File: config.mk
export PLATFORM = sky130hd
export DESIGN_NAME = alg_unit_flat
export DESIGN_NICKNAME = d
export VERILOG_FILES = /design/src/rtl/alg_unit_if.sv /design/src/rtl/alg_unit.sv /design/src/flat_wrapper.sv
export SDC_FILE = /design/constraint.sdc
export NUM_CORES = 1
export LEC_CHECK = 0
export BUFFER_PORTS_ARGS = -buffer_cell sky130_fd_sc_hd__buf_2
export CAP_MARGIN = 15
export CORE_UTILIZATION = 30
export DETAILED_ROUTE_END_ITERATION = 8
export PLACE_DENSITY_LB_ADDON = 0.05
export SYNTH_ARGS = -nofsm -noshare
export SYNTH_HDL_FRONTEND = slang
export SYNTH_SLANG_ARGS = --single-unit
File: constraint.sdc
create_clock -name clk -period 3.9 [get_ports clk]
set_clock_uncertainty 0.2 [all_clocks]
set_input_delay 0.975 -clock clk [delete_from_list [all_inputs] [get_ports clk]]
set_output_delay 0.975 -clock clk [all_outputs]
set_load 0.01 [all_outputs]
File: src/rtl/alg_unit_if.sv
// Control and result bundle between the EX stage and the multiply/divide engine.
// master drives the operation request; slave is the engine itself.
interface alg_unit_if #(
  parameter int unsigned WIDTH = 16
) ();
  logic             start;
  logic [2:0]       op_x_bits;
  logic [WIDTH-1:0] opa;
  logic [WIDTH-1:0] opb;
  logic             flush;
  logic             stall;
  logic             done;
  logic [WIDTH-1:0] lo;
  logic [WIDTH-1:0] hi;

  modport master (
    output start, op_x_bits, opa, opb, flush,
    input  stall, done, lo, hi
  );

  modport slave (
    input  start, op_x_bits, opa, opb, flush,
    output stall, done, lo, hi
  );
endinterface

File: src/rtl/alg_unit.sv
// Multi-cycle unsigned multiply (shift-add) / divide (restoring) engine with a hi/lo result pair.
// One operand bit per cycle; stall holds the pipeline while iterating.
module alg_unit #(
  parameter int unsigned WIDTH  = 16,
  parameter logic [2:0]  OP_MUL = 3'b011,
  parameter logic [2:0]  OP_DIV = 3'b101
) (
  input logic        clk,
  input logic        reset_n,
  alg_unit_if.slave  bus
);

  localparam int unsigned CntW = $clog2(WIDTH) + 1;

  typedef enum logic [1:0] {StIdle, StMul, StDiv, StDone} state_e;

  state_e             state_q, state_d;
  logic [CntW-1:0]    cnt_q, cnt_d;
  logic [WIDTH-1:0]   a_q, a_d;
  logic [WIDTH-1:0]   b_q, b_d;
  logic [2*WIDTH-1:0] acc_q, acc_d;
  logic [WIDTH-1:0]   hi_q, hi_d;
  logic [WIDTH-1:0]   lo_q, lo_d;

  logic [2*WIDTH-1:0] addend;
  logic [WIDTH:0]     trial;
  logic [WIDTH-1:0]   rem;
  logic               last;

  always_comb begin
    state_d = state_q;
    cnt_d   = cnt_q;
    a_d     = a_q;
    b_d     = b_q;
    acc_d   = acc_q;
    hi_d    = hi_q;
    lo_d    = lo_q;
    addend  = '0;
    trial   = '0;
    rem     = '0;
    last    = (cnt_q == CntW'(WIDTH - 1));

    unique case (state_q)
      StIdle, StDone: begin
        // DONE always leaves after one cycle; a valid start chains straight into the next op.
        state_d = StIdle;
        if (!bus.flush && bus.start && bus.op_x_bits == OP_MUL) begin
          state_d = StMul;
          a_d     = bus.opa;
          b_d     = bus.opb;
          acc_d   = '0;
          cnt_d   = '0;
        end else if (!bus.flush && bus.start && bus.op_x_bits == OP_DIV) begin
          if (bus.opb == '0) begin
            state_d = StDone;
            lo_d    = '1;
            hi_d    = bus.opa;
          end else begin
            state_d = StDiv;
            a_d     = bus.opa;
            b_d     = bus.opb;
            acc_d   = {{WIDTH{1'b0}}, bus.opa};
            cnt_d   = '0;
          end
        end
      end
      StMul: begin
        if (bus.flush) begin
          state_d = StIdle;
        end else begin
          if (b_q[cnt_q[CntW-2:0]]) addend = {{WIDTH{1'b0}}, a_q} << cnt_q;
          acc_d = acc_q + addend;
          cnt_d = cnt_q + 1'b1;
          if (last) begin
            state_d = StDone;
            cnt_d   = '0;
            hi_d    = acc_d[2*WIDTH-1:WIDTH];
            lo_d    = acc_d[WIDTH-1:0];
          end
        end
      end
      StDiv: begin
        if (bus.flush) begin
          state_d = StIdle;
        end else begin
          // acc holds {partial remainder, dividend bits shifting out / quotient bits shifting in}.
          trial = {acc_q[2*WIDTH-1:WIDTH], acc_q[WIDTH-1]};
          if (trial >= {1'b0, b_q}) begin
            rem   = trial[WIDTH-1:0] - b_q;
            acc_d = {rem, acc_q[WIDTH-2:0], 1'b1};
          end else begin
            acc_d = {trial[WIDTH-1:0], acc_q[WIDTH-2:0], 1'b0};
          end
          cnt_d = cnt_q + 1'b1;
          if (last) begin
            state_d = StDone;
            cnt_d   = '0;
            hi_d    = acc_d[2*WIDTH-1:WIDTH];
            lo_d    = acc_d[WIDTH-1:0];
          end
        end
      end
      default: state_d = StIdle;
    endcase
  end

  always_ff @(posedge clk) begin
    if (!reset_n) begin
      state_q <= StIdle;
      cnt_q   <= '0;
      a_q     <= '0;
      b_q     <= '0;
      acc_q   <= '0;
      hi_q    <= '0;
      lo_q    <= '0;
    end else begin
      state_q <= state_d;
      cnt_q   <= cnt_d;
      a_q     <= a_d;
      b_q     <= b_d;
      acc_q   <= acc_d;
      hi_q    <= hi_d;
      lo_q    <= lo_d;
    end
  end

  assign bus.stall = (state_q == StMul) || (state_q == StDiv);
  assign bus.done  = (state_q == StDone);
  assign bus.lo    = lo_q;
  assign bus.hi    = hi_q;

endmodule

File: src/flat_wrapper.sv
// flat-port wrapper written by rule: the top's interface ports become plain ports
module alg_unit_flat 
#(
  parameter int unsigned WIDTH  = 16,
  parameter logic [2:0]  OP_MUL = 3'b011,
  parameter logic [2:0]  OP_DIV = 3'b101
)
  (clk, reset_n, bus_start, bus_op_x_bits, bus_opa, bus_opb, bus_flush, bus_stall, bus_done, bus_lo, bus_hi);
  alg_unit_if #(.WIDTH(WIDTH)) bus_i ();
  input logic clk;
  input logic reset_n;
  input wire logic [$bits(bus_i.start)-1:0] bus_start;
  input wire logic [$bits(bus_i.op_x_bits)-1:0] bus_op_x_bits;
  input wire logic [$bits(bus_i.opa)-1:0] bus_opa;
  input wire logic [$bits(bus_i.opb)-1:0] bus_opb;
  input wire logic [$bits(bus_i.flush)-1:0] bus_flush;
  output wire logic [$bits(bus_i.stall)-1:0] bus_stall;
  output wire logic [$bits(bus_i.done)-1:0] bus_done;
  output wire logic [$bits(bus_i.lo)-1:0] bus_lo;
  output wire logic [$bits(bus_i.hi)-1:0] bus_hi;
  assign bus_i.start = bus_start;
  assign bus_i.op_x_bits = bus_op_x_bits;
  assign bus_i.opa = bus_opa;
  assign bus_i.opb = bus_opb;
  assign bus_i.flush = bus_flush;
  assign bus_stall = bus_i.stall;
  assign bus_done = bus_i.done;
  assign bus_lo = bus_i.lo;
  assign bus_hi = bus_i.hi;
  alg_unit #(.WIDTH(WIDTH), .OP_MUL(OP_MUL), .OP_DIV(OP_DIV)) u_core (.clk(clk), .reset_n(reset_n), .bus(bus_i));
endmodule
==> results of run 1 <==
==> kinds of logic (layout without fill, tap and decap cells) <==
kind of cell	Yosys count	after routing	share of synthesized area, %
buffers and inverters	110	373	5.586
adder cells (fa/ha/maj)	53	53	8.433
multiplexers	49	49	7.142
XOR/XNOR	40	40	4.357
AO/OA/AOI/OAI	360	360	27.88
AND/OR/NAND/NOR	379	379	20.96
flip-flops	103	103	25.64
==> cell usage in the layout (no fill, tap or decap), drive strengths merged, types with 4 or more instances in the layout <==
| master | instances |
|---|---|
| inv | 44 |
| o21a | 11 |
| nand3b | 7 |
| and3 | 5 |
| o21bai | 6 |
| nand4 | 8 |
| mux2i | 33 |
| mux4 | 5 |
| xnor2 | 25 |
| o22ai | 9 |
| clkbuf | 9 |
| xor2 | 15 |
| nor2b | 9 |
| dfxtp | 103 |
| o2111ai | 4 |
| or3 | 4 |
| nand2 | 155 |
| nand2b | 13 |
| mux2 | 11 |
| nor4 | 4 |
| o21ai | 67 |
| a31oi | 17 |
| o211ai | 5 |
| o41ai | 5 |
| or2 | 4 |
| and2 | 7 |
| a21oi | 143 |
| a22oi | 4 |
| buf | 317 |
| a21boi | 5 |
| a21o | 15 |
| nor3 | 27 |
| a211oi | 27 |
| nor3b | 4 |
| nor2 | 104 |
| nand3 | 24 |
| a22o | 4 |
| a221oi | 13 |
| ha | 51 |
==> path summary, 6_finish.rpt <==
| path | start | endpoint | slack [ns] | cells past startpoint |
|---|---|---|---|---|
| min reg2reg | u_core.a_q[13] | u_core.a_q[13] | 0.28 | 2 |
| max reg2reg | u_core.cnt_q[1] | u_core.acc_q[31] | -0.23 | 18 |
| max | u_core.cnt_q[1] | u_core.acc_q[31] | -0.23 | 18 |
| min | u_core.a_q[13] | u_core.a_q[13] | 0.28 | 2 |
==> through the flow <==
stage / utilization, % / instance area (sq um) / hold slack [ns]
after floorplan: - / 8066 / 0.2445
after global placement: 38.63 / 10120 / 0.2652
after detailed placement: 38.63 / 10120 / 0.2703
after CTS: 42.41 / 11110 / 0.2825
after global routing: 44.75 / 11730 / 0.3040
final: 44.75 / 11730 / 0.2783
==> layout make-up <==
cell class | instances | area (sq um) | share of cell area (%)
clock buffers | 9 | 225.2 | 1.920
clock inverters | 7 | 63.81 | 0.5441
inverters | 40 | 150.1 | 1.280
multi-input cells | 881 | 6449 | 54.99
flip-flops and latches | 103 | 2066 | 17.61
well taps | 335 | 419.2 | 3.574
repair buffers | 317 | 2355 | 20.08
==> report_power, final <==
part | total, mW | switching, mW | internal, mW | leakage [nW]
Clock | 0.949 | 0.498 | 0.450 | 0.145
Sequential | 1.11 | 0.0298 | 1.08 | 0.834
Combinational | 0.527 | 0.303 | 0.223 | 3.99
==> per-layer routing <==
metal	routed length, um	vias up
met4	1008	0
met5	0	-
met3	1462	45
li1	-	4455
met2	14940	215
met1	16810	4328
==> Yosys cell counts (5+ instances only) <==
cell,instances
a211oi_1,26
a21o_1,15
a21oi_1,142
a221oi_1,12
a31oi_1,17
and2_1,7
and3_1,5
buf_2,5
clkbuf_1,59
dfxtp_1,103
ha_1,51
inv_1,38
mux2_1,5
mux2_2,5
mux2i_1,33
nand2_1,155
nand2b_1,13
nand3_1,24
nand3b_1,6
nand4_1,8
nor2_1,104
nor2b_1,9
nor3_1,27
o211ai_1,5
o21a_1,11
o21ai_0,38
o21ai_1,29
o21bai_1,6
o22ai_1,9
xnor2_1,25
xor2_1,15
==> state kept, by name (all words and copies together), names as in the netlist <==
| signal | flops |
|---|---|
| u_core.bus.hi | 16 |
| u_core.acc_q | 32 |
| u_core.b_q | 16 |
| u_core.state_q | 2 |
| u_core.cnt_q | 5 |
| u_core.bus.lo | 16 |
| u_core.a_q | 16 |
==> worst reg2reg max path: cells and delay by family, from the launching register on <==
| kind | cells | cell delay [ns] |
|---|---|---|
| AOI/OAI and AO/OA | 8 | 1.59 |
| muxes | 3 | 0.76 |
| buffers and inverters | 3 | 0.44 |
| DFF | 1 | 0.39 |
| and+or+nand+nor | 2 | 0.27 |
| adders and majority gates | 1 | 0.25 |
| xor gates and xnor gates | 1 | 0.15 |
==> repair_timing <==
item                                    CTS  global route
pin swaps                                43            93
cloned                                    1             0
buffers inserted                         19            24
hold buffers                              0             0
gates resized for setup                 117           106
endpoints found under the setup margin   48            49
==> summary.txt, run 1 <==
Achievable Freq - 242.2 MHz
Cell Area, Synth - 0.008041 sq mm
Clk sink count - 103
Final nets - 1,444
CTS buffer count - 9
Die height - 165.7 um
Worst EP arrival - 4.19 ns
Pwr Density - 220.8 mW/mm^2
Ys flop type - dfxtp_1
Yosys cell types - 75
Worst-path cell chain - buf_12 > buf_8 > mux2i_2 > mux2_1 > mux2i_1 > o21ai_2 > buf_4 > o22ai_4 > ha_4 > a21o_1 > a21o_1 > a21o_1 > nand4_1 > nand4b_1 > a221oi_4 > xnor2_1 > o22ai_1 > a32o_1
Hpwl dp - 26,290 um
Met3 Usage GRT - 3.345%
First-pass GRT wire length - 51,070 um
Most Crowded Layer GR - met2
Input/output buffers - 72
Total power draw - 2.590 mW
Worst hold path type - reg -> reg
EDFF count, synth - 0
CTS root buffer - clkbuf_16
Fin crit share - 105.8%
Status - complete, but fails checks
Total congestion overflow - 0
Synth Area per Inst - 7.351 sq um
Final WL - 34,220 um
Leak pwr - 4.966 nW
Pre-CTS setup slack - -0.6162 ns
Worst rel slew slack - 48.34%
Initial antenna violation count - 0
Final setup fails - 27
Final worst slack - -0.2280 ns
Asr flop ratio synth - 0%
Final setup TNS - -3.420 ns
Cell Rows - 59
Final Slew Violations - 0
Worst skew pair latency - 0.37 ns
Cell mode on critical path - a21o_1
Setup CP Type - reg -> reg
Cell family with most CP delay - compound AO/OA/AOI/OAI gates
Clock tree buffer depth - 2
Core area - 0.02621 sq mm
CTS tree - built
Final Hold Viols - 0
Vias in the first global route - 8,510
Vias - 9,043
Largest net degree at the start of global routing - 48
Routing usage on met1 - 35.19%
DRC Markers - 5
Syn nets - 1,186
Die W - 165.7 um
Worst-margin pin slew - 0.7669 ns
Post-route ant nets - 0
CP Capture Type - register
Global Route Usage Sum - 24.30%
Proportion of layout cells with a drive suffix above 1 - 36.85%
Met2 track demand over resource - 36.86%
Violated checks - DRC, setup timing
Synth area leaders - dfxtp_1 (26%), a21oi_1 (8.8%), ha_1 (7.9%)
Sequential cell area fraction in the yosys report - 25.64%
N_diodes - 0
# fillers - 2,687
Placed Cells - 1,639
Drt wl/cell - 20.22 um
CP max FO - 6
Slowest cell delay on critical path - 0.39 ns
Unrepaired setup endpoints after global routing - yes
DRT iter0 DRCs - 651
Non-Filler Instances - 1,692
Share of the synthesized area in the top cell type - 25.64%
MaxCap Viol Count - 0
Syn-to-layout area delta - 45.84%
Cells after synthesis - 1,094
DR pass1 iterations - 6
Worst setup SP type - register
Min Tclk post-route - 4.128 ns
VDD IR max - 0.1625 mV
Yosys warning count - 0
IO Count - 73
Vias per std cell - 5.345
Worst Path Buf+Inv - 3
H-tree levels - 3
Yosys reg bits - 103
Gpl congestion - 0.8984
CTS clock-pin slew for the worst setup and hold paths - 0.08 ns
Slowest CP cell - dfxtp_4
Dominant cell type by area after synthesis - dfxtp_1
Initial Utilization - 30.69%
DIE AREA - 0.02746 sq mm
Critical Path RT - 3.96 ns
Power figures use the tool's default switching activity.
==> run 2: changes to the inputs <==
--- a/config.mk
+++ b/config.mk
@@ -5,10 +5,10 @@
 export SDC_FILE = /design/constraint.sdc
 export NUM_CORES = 1
 export LEC_CHECK = 0
-export BUFFER_PORTS_ARGS = -buffer_cell sky130_fd_sc_hd__buf_2
 export CAP_MARGIN = 15
 export CORE_UTILIZATION = 30
 export DETAILED_ROUTE_END_ITERATION = 8
+export DONT_BUFFER_PORTS = 1
 export PLACE_DENSITY_LB_ADDON = 0.05
 export SYNTH_ARGS = -nofsm -noshare
 export SYNTH_HDL_FRONTEND = slang
==> constraint.sdc (replaced) <==
create_clock -name clk -period 5.1 [get_ports clk]
set_clock_uncertainty 0.2 [all_clocks]
set_input_delay 1.275 -clock clk [delete_from_list [all_inputs] [get_ports clk]]
set_output_delay 1.275 -clock clk [all_outputs]
set_load 0.01 [all_outputs]
==> run 2 against run 1 <==
The run ends with DRC left; total power shrank 29%; register-to-register slack gained 0.54 ns; fmax decreased by 14%; die area did not move; core utilization decreased by 12 points; worst setup slack gained 0.54 ns; routed wire length down 8.6%; non-clock buffer count shrank 293; worst hold slack improved by 0.0059 ns; critical path type unchanged; highest routed layer unchanged.
==> summary.txt, run 2 (same netlist as run 1, synthesis figures left out) <==
Status - complete, but fails checks
Violated checks - DRC
VDD IR max - 0.1398 mV
Worst hold path type - reg -> reg
Die height - 165.7 um
CTS clock-pin slew for the worst setup and hold paths - 0.09 ns
Clk sink count - 103
CP Capture Type - register
CTS root buffer - clkbuf_16
Vias per std cell - 5.639
Vias - 7,889
Global Route Usage Sum - 22.89%
Initial antenna violation count - 0
Clock tree buffer depth - 2
Die W - 165.7 um
Setup CP Type - reg -> reg
Vias in the first global route - 7,734
Slowest cell delay on critical path - 0.59 ns
Placed cell area - 0.008358 sq mm
Worst rel slew slack - 30.01%
Worst EP arrival - 4.79 ns
Unrepaired setup endpoints after global routing - no
Hpwl dp - 24,600 um
CTS buffer count - 9
Gpl congestion - 0.9349
Most frequent cells in the layout - nand2_1 (155), a21oi_1 (142), nor2_1 (103), dfxtp_1 (103), ha_1 (51)
Postcts setup bufs - 0
Sw Pwr - 0.5733 mW
Critical Path RT - 5.10 ns
Cell mode on critical path - nor2_1
Post-CTS resize count - 0
Total congestion overflow - 0
IO Count - 73
DIE AREA - 0.02746 sq mm
Switching share of power - 31.03%
Proportion of layout cells with a drive suffix above 1 - 5.545%
Commonest non-fill, non-tap cell in the layout - nand2_1
CTS tree - built
Core area - 0.02621 sq mm
CP max FO - 9
Seq pwr share - 46.6%
MaxCap Viol Count - 0
N_diodes - 0
Worst-margin pin slew - 1.050 ns
Reg with most FFs - u_core.acc_q
Final WL - 31,280 um
Leak pwr - 3.220 nW
Worst-path cell chain - mux4_1 > mux2i_1 > nor2_1 > a21oi_2 > or2_1 > nor2b_1 > ha_1 > nand4_1 > nor2_1 > nand3_1 > o211ai_1 > o21a_1 > a31oi_1 > xnor2_1 > a211oi_1 > nor3_1
Max reg flops - 32
Cell Rows - 59
Clock share of power - 38.5%
Cell area after layout - 0.008638 sq mm
Worst setup SP type - register
Hold_buf cts - 0
Int Pwr - 1.274 mW
DR pass1 iterations - 7
Pre-CTS setup slack - 0.3181 ns
Post-route ant nets - 0
DRT iter0 DRCs - 695
Slowest CP cell - mux4_1
Drt wl/cell - 22.36 um
Achievable Freq - 208.9 MHz
Final Hold Viols - 0
Comb pwr share - 14.9%
Worst skew pair latency - 0.37 ns
Final Slew Violations - 0
Largest net degree at the start of global routing - 49
Syn-to-layout area delta - 7.422%
First-pass GRT wire length - 48,060 um
Pwr Density - 213.9 mW/mm^2
Fin crit share - 93.86%
Min Tclk post-route - 4.787 ns
Input/output buffers - 0
Final setup TNS - 0 ns
Total power draw - 1.848 mW
Final worst slack - 0.3133 ns
Final nets - 1,151
Final setup fails - 0
Initial Utilization - 30.69%
DRC Markers - 3
H-tree levels - 3
[run 2: cell types whose count changed in the layout (fill, tap and decap cells not counted), sizes merged]
cell    change
buf       -293
clkbuf      +1
clkinv      -1
[run 2: power groups by stage]
stage	clock (mW)	sequential (mW)	combinational, mW
6_report	0.712	0.861	0.275
5_1_grt	0.757	0.864	0.305
4_1_cts	0.734	0.861	0.276
3_5_place_dp	0	0.880	0.275
3_3_place_gp	0	0.880	0.275
2_1_floorplan	0	0.869	0.210
[run 2: worst paths after layout]
kind	slack (ns)	depth (start not counted)	startpoint	endpoint
setup reg to reg	0.31	16	u_core.cnt_q[1]	u_core.bus.hi[11]
hold reg to reg	0.28	2	u_core.a_q[5]	u_core.a_q[5]
setup / recovery	0.31	16	u_core.cnt_q[1]	u_core.bus.hi[11]
hold / removal	0.28	2	u_core.a_q[5]	u_core.a_q[5]
[run 2: layout make-up]
type	count	area, sq um
Tap cell	335	419.2
Multi-Input combinational cell	881	5534
Inverter	40	150.1
Clock buffer	10	229.0
Sequential cell	103	2062
Timing Repair Buffer	24	192.7
Clock inverter	6	51.30
Fill cell	2852	17570
[run 2: worst max-delay path: cells and delay by family (launching register included)]
kind / cells / cell delay (ns)
AO/OA/AOI/OAI: 5 / 1.33
AND/OR/NAND/NOR: 7 / 1.12
multiplexers: 2 / 0.83
flip-flops: 1 / 0.52
adder cells (fa/ha/maj): 1 / 0.47
XOR/XNOR: 1 / 0.16
[run 2: metal layers]
metal,vias up,routed length (um),global-route usage (%)
li1,3873,-,-
met1,3793,15540,32.34
met2,195,13600,35.63
met3,28,1485,3.967
met4,0,654,6.339
met5,-,0,0
[run 2: stage by stage]
stage	util, %	hold slack [ns]	std cells
final	32.96	0.2842	1399
after global routing	32.96	0.2947	1399
after CTS	32.96	0.2841	1399
after detailed placement	31.89	0.2723	1383
after global placement	31.89	0.2694	1383
after floorplan	-	0.2445	1094
==> run 3: changes to the inputs <==
--- a/config.mk
+++ b/config.mk
@@ -5,8 +5,10 @@
 export SDC_FILE = /design/constraint.sdc
 export NUM_CORES = 1
 export LEC_CHECK = 0
+export ABC_AREA = 1
 export CAP_MARGIN = 15
 export CORE_UTILIZATION = 30
+export CTS_BUF_LIST = sky130_fd_sc_hd__clkbuf_4 sky130_fd_sc_hd__clkbuf_8 sky130_fd_sc_hd__clkbuf_16
 export DETAILED_ROUTE_END_ITERATION = 8
 export DONT_BUFFER_PORTS = 1
 export PLACE_DENSITY_LB_ADDON = 0.05
==> run 3 against run 2 <==
Synthesized cell count is 31% higher; the flow now finishes without violations; cell area is 6.3% higher; via count is 17% higher; critical path depth grew 3; combinational power up 32%; die area grew 7.7%.
==> summary.txt, run 3 <==
Status - finished, final reports clean
Core area - 0.02809 sq mm
Most frequent cells in the layout - nand2_1 (366), a21oi_1 (176), nor2_1 (132)
Reg2reg start - u_core.cnt_q[0]
Clk sink count - 103
Min-Delay Path Depth - 2
Hpwl dp - 28,640 um
Slowest CP cell - dfxtp_1
DRT iter0 DRCs - 599
First-pass GRT wire length - 54,530 um
Initial Utilization - 30.88%
Worst EP arrival - 4.53 ns
Commonest non-fill, non-tap cell in the layout - nand2_1
Synth Area per Inst - 6.060 sq um
Input/output buffers - 0
Worst setup SP type - register
Cells after synthesis - 1,431
DR pass1 iterations - 7
Worst hold path type - reg -> reg
CP max FO - 30
Yosys reg bits - 103
Final setup fails - 0
Met2 track demand over resource - 39.71%
Cell mode on critical path - nand2_1
Routing usage on met1 - 34.90%
Achievable Freq - 226.0 MHz
Largest net degree at the start of global routing - 66
VDD IR max - 0.1340 mV
Final Slew Violations - 0
Worst hold start - u_core.a_q[12]
Sequential cell area fraction in the yosys report - 23.78%
Initial antenna violation count - 0
CP Capture Type - register
Setup CP Type - reg -> reg
Syn-to-layout area delta - 5.887%
Clock tree buffer depth - 2
DRC Markers - 0
Drt wl/cell - 20.47 um
Post-route ant nets - 0
Top cells by count, synth - nand2_1 (366), a21oi_1 (176), nor2_1 (132), inv_1 (128), o21ai_0 (128)
CTS clock-pin slew for the worst setup and hold paths - 0.08 ns
MaxCap Viol Count - 0
Min Tclk post-route - 4.424 ns
Critical Path RT - 5.21 ns
Cell Rows - 61
FF-to-FF setup slack - 0.68 ns
Total congestion overflow - 0
Most common cell in the synthesized netlist - nand2_1
Most Crowded Layer GR - met2
Crit Reg-Reg Endpoint - u_core.bus.hi[11]
DIE AREA - 0.02959 sq mm
Pwr Density - 215.1 mW/mm^2
CTS tree - built
Final nets - 1,479
Total power draw - 1.976 mW
Worst-path cell chain - buf_12 > o21ai_0 > or2_2 > o21a_1 > nand2_1 > o21ai_0 > o21ai_0 > o22ai_1 > ha_1 > a21oi_1 > o21ai_0 > o21bai_1 > a21oi_1 > nand2_1 > nand2_1 > nand3_1 > nand2_1 > nand2_1 > a21oi_1
IO Count - 73
Worst rel slew slack - 27.04%
N_diodes - 0
Final setup TNS - 0 ns
Die W - 172.0 um
CTS buffer count - 9
Syn nets - 1,523
H-tree levels - 3
Global Route Usage Sum - 24.95%
Worst-margin pin slew - 1.093 ns
Share of the synthesized area in the top cell type - 23.78%
Hold path endpoint - u_core.a_q[12]
Vias per std cell - 5.218
Proportion of layout cells with a drive suffix above 1 - 5.172%
Gpl congestion - 0.9030
# fillers - 3,286
Worst R2R Path Depth - 19
Reg with most FFs - u_core.acc_q
Leak pwr - 4.006 nW
CTS root buffer - clkbuf_16
Ys flop type - dfxtp_1
EDFF count, synth - 0
Met3 Usage GRT - 4.189%
Slowest cell delay on critical path - 0.56 ns
Unrepaired setup endpoints after global routing - no
Worst skew pair latency - 0.37 ns
Synth area leaders - dfxtp_1 (24%), nand2_1 (16%), a21oi_1 (10%)
Cell Area, Synth - 0.008672 sq mm
Vias - 9,235
Vias in the first global route - 8,672
Fin crit share - 86.75%
Yosys cell types - 49
Die height - 172.0 um
Asr flop ratio synth - 0%
Final Hold Viols - 0
Final WL - 36,230 um
Dominant cell type by area after synthesis - dfxtp_1
Max reg flops - 32
Yosys warning count - 0
run 3: cells by family (layout without fill, tap and decap cells):
| group | count (synthesis) | in the layout | synth area share, % |
|---|---|---|---|
| and+or+nand+nor | 676 | 676 | 33.23 |
| muxes | 4 | 4 | 0.4617 |
| adders and majority gates | 53 | 53 | 7.820 |
| DFF | 103 | 103 | 23.78 |
| AOI/OAI and AO/OA | 374 | 374 | 23.33 |
| xor gates and xnor gates | 11 | 11 | 1.111 |
| buffers and inverters | 210 | 171 | 10.27 |
run 3: critical path: cells and delay by family (launching register included):
family                     cells  cell delay (ns)
buffers and inverters          1             0.23
DFF                            1             0.56
adders and majority gates      1             0.42
AOI/OAI and AO/OA             10             2.02
and+or+nand+nor                7             0.91
run 3: metal layers:
metal	vias to the layer above	part of all wire, %
met5	-	0
li1	4702	-
met1	4256	48
met4	0	1.4
met3	26	5.5
met2	251	45
run 3: power breakdown:
part / switching (mW) / internal [mW]
clock network: 0.391 / 0.347
logic: 0.250 / 0.112
registers: 0.0370 / 0.837
run 3: per-stage QoR:
stage / hold slack [ns] / area (sq um) / setup slack [ns] / util (%) / instances
2_1_floorplan: 0.2389 / 8672 / 1.693 / - / 1431
3_3_place_gp: 0.2540 / 8897 / 0.5450 / 31.68 / 1754
3_5_place_dp: 0.2563 / 8897 / 0.5113 / 31.68 / 1754
4_1_cts: 0.2690 / 9181 / 0.4884 / 32.69 / 1770
5_1_grt: 0.2928 / 9183 / 0.1904 / 32.69 / 1770
6_report: 0.2665 / 9183 / 0.6758 / 32.69 / 1770
run 3: final cells by class:
type	instances	area, sq um	area share, %
multi-input cells	1118	5719	62.28
flip-flops and latches	103	2063	22.47
inverters	142	533.0	5.805
well taps	378	473.0	5.151
clock buffers	10	232.7	2.534
repair buffers	13	110.1	1.199
clock inverters	6	51.30	0.5587
run 3: worst max-delay path by stage:
stage                               start           endpoint  slack [ns]  cells after the start
final                     u_core.cnt_q[0]  u_core.bus.hi[11]        0.68                     19
after global placement    u_core.cnt_q[2]   u_core.acc_q[29]        0.55                     25
after floorplan           u_core.cnt_q[1]   u_core.acc_q[18]        1.69                     28
after detailed placement  u_core.cnt_q[2]   u_core.acc_q[17]        0.51                     24
after global routing      u_core.cnt_q[1]   u_core.acc_q[29]        0.19                     25
after CTS                 u_core.cnt_q[2]   u_core.acc_q[17]        0.49                     24
run 3: what timing repair did:
action | in CTS | in global routing
setup endpoints to repair | 0 | 1
hold buffers | 0 | 0
buffers inserted | 0 | 0
resized for setup | 0 | 1
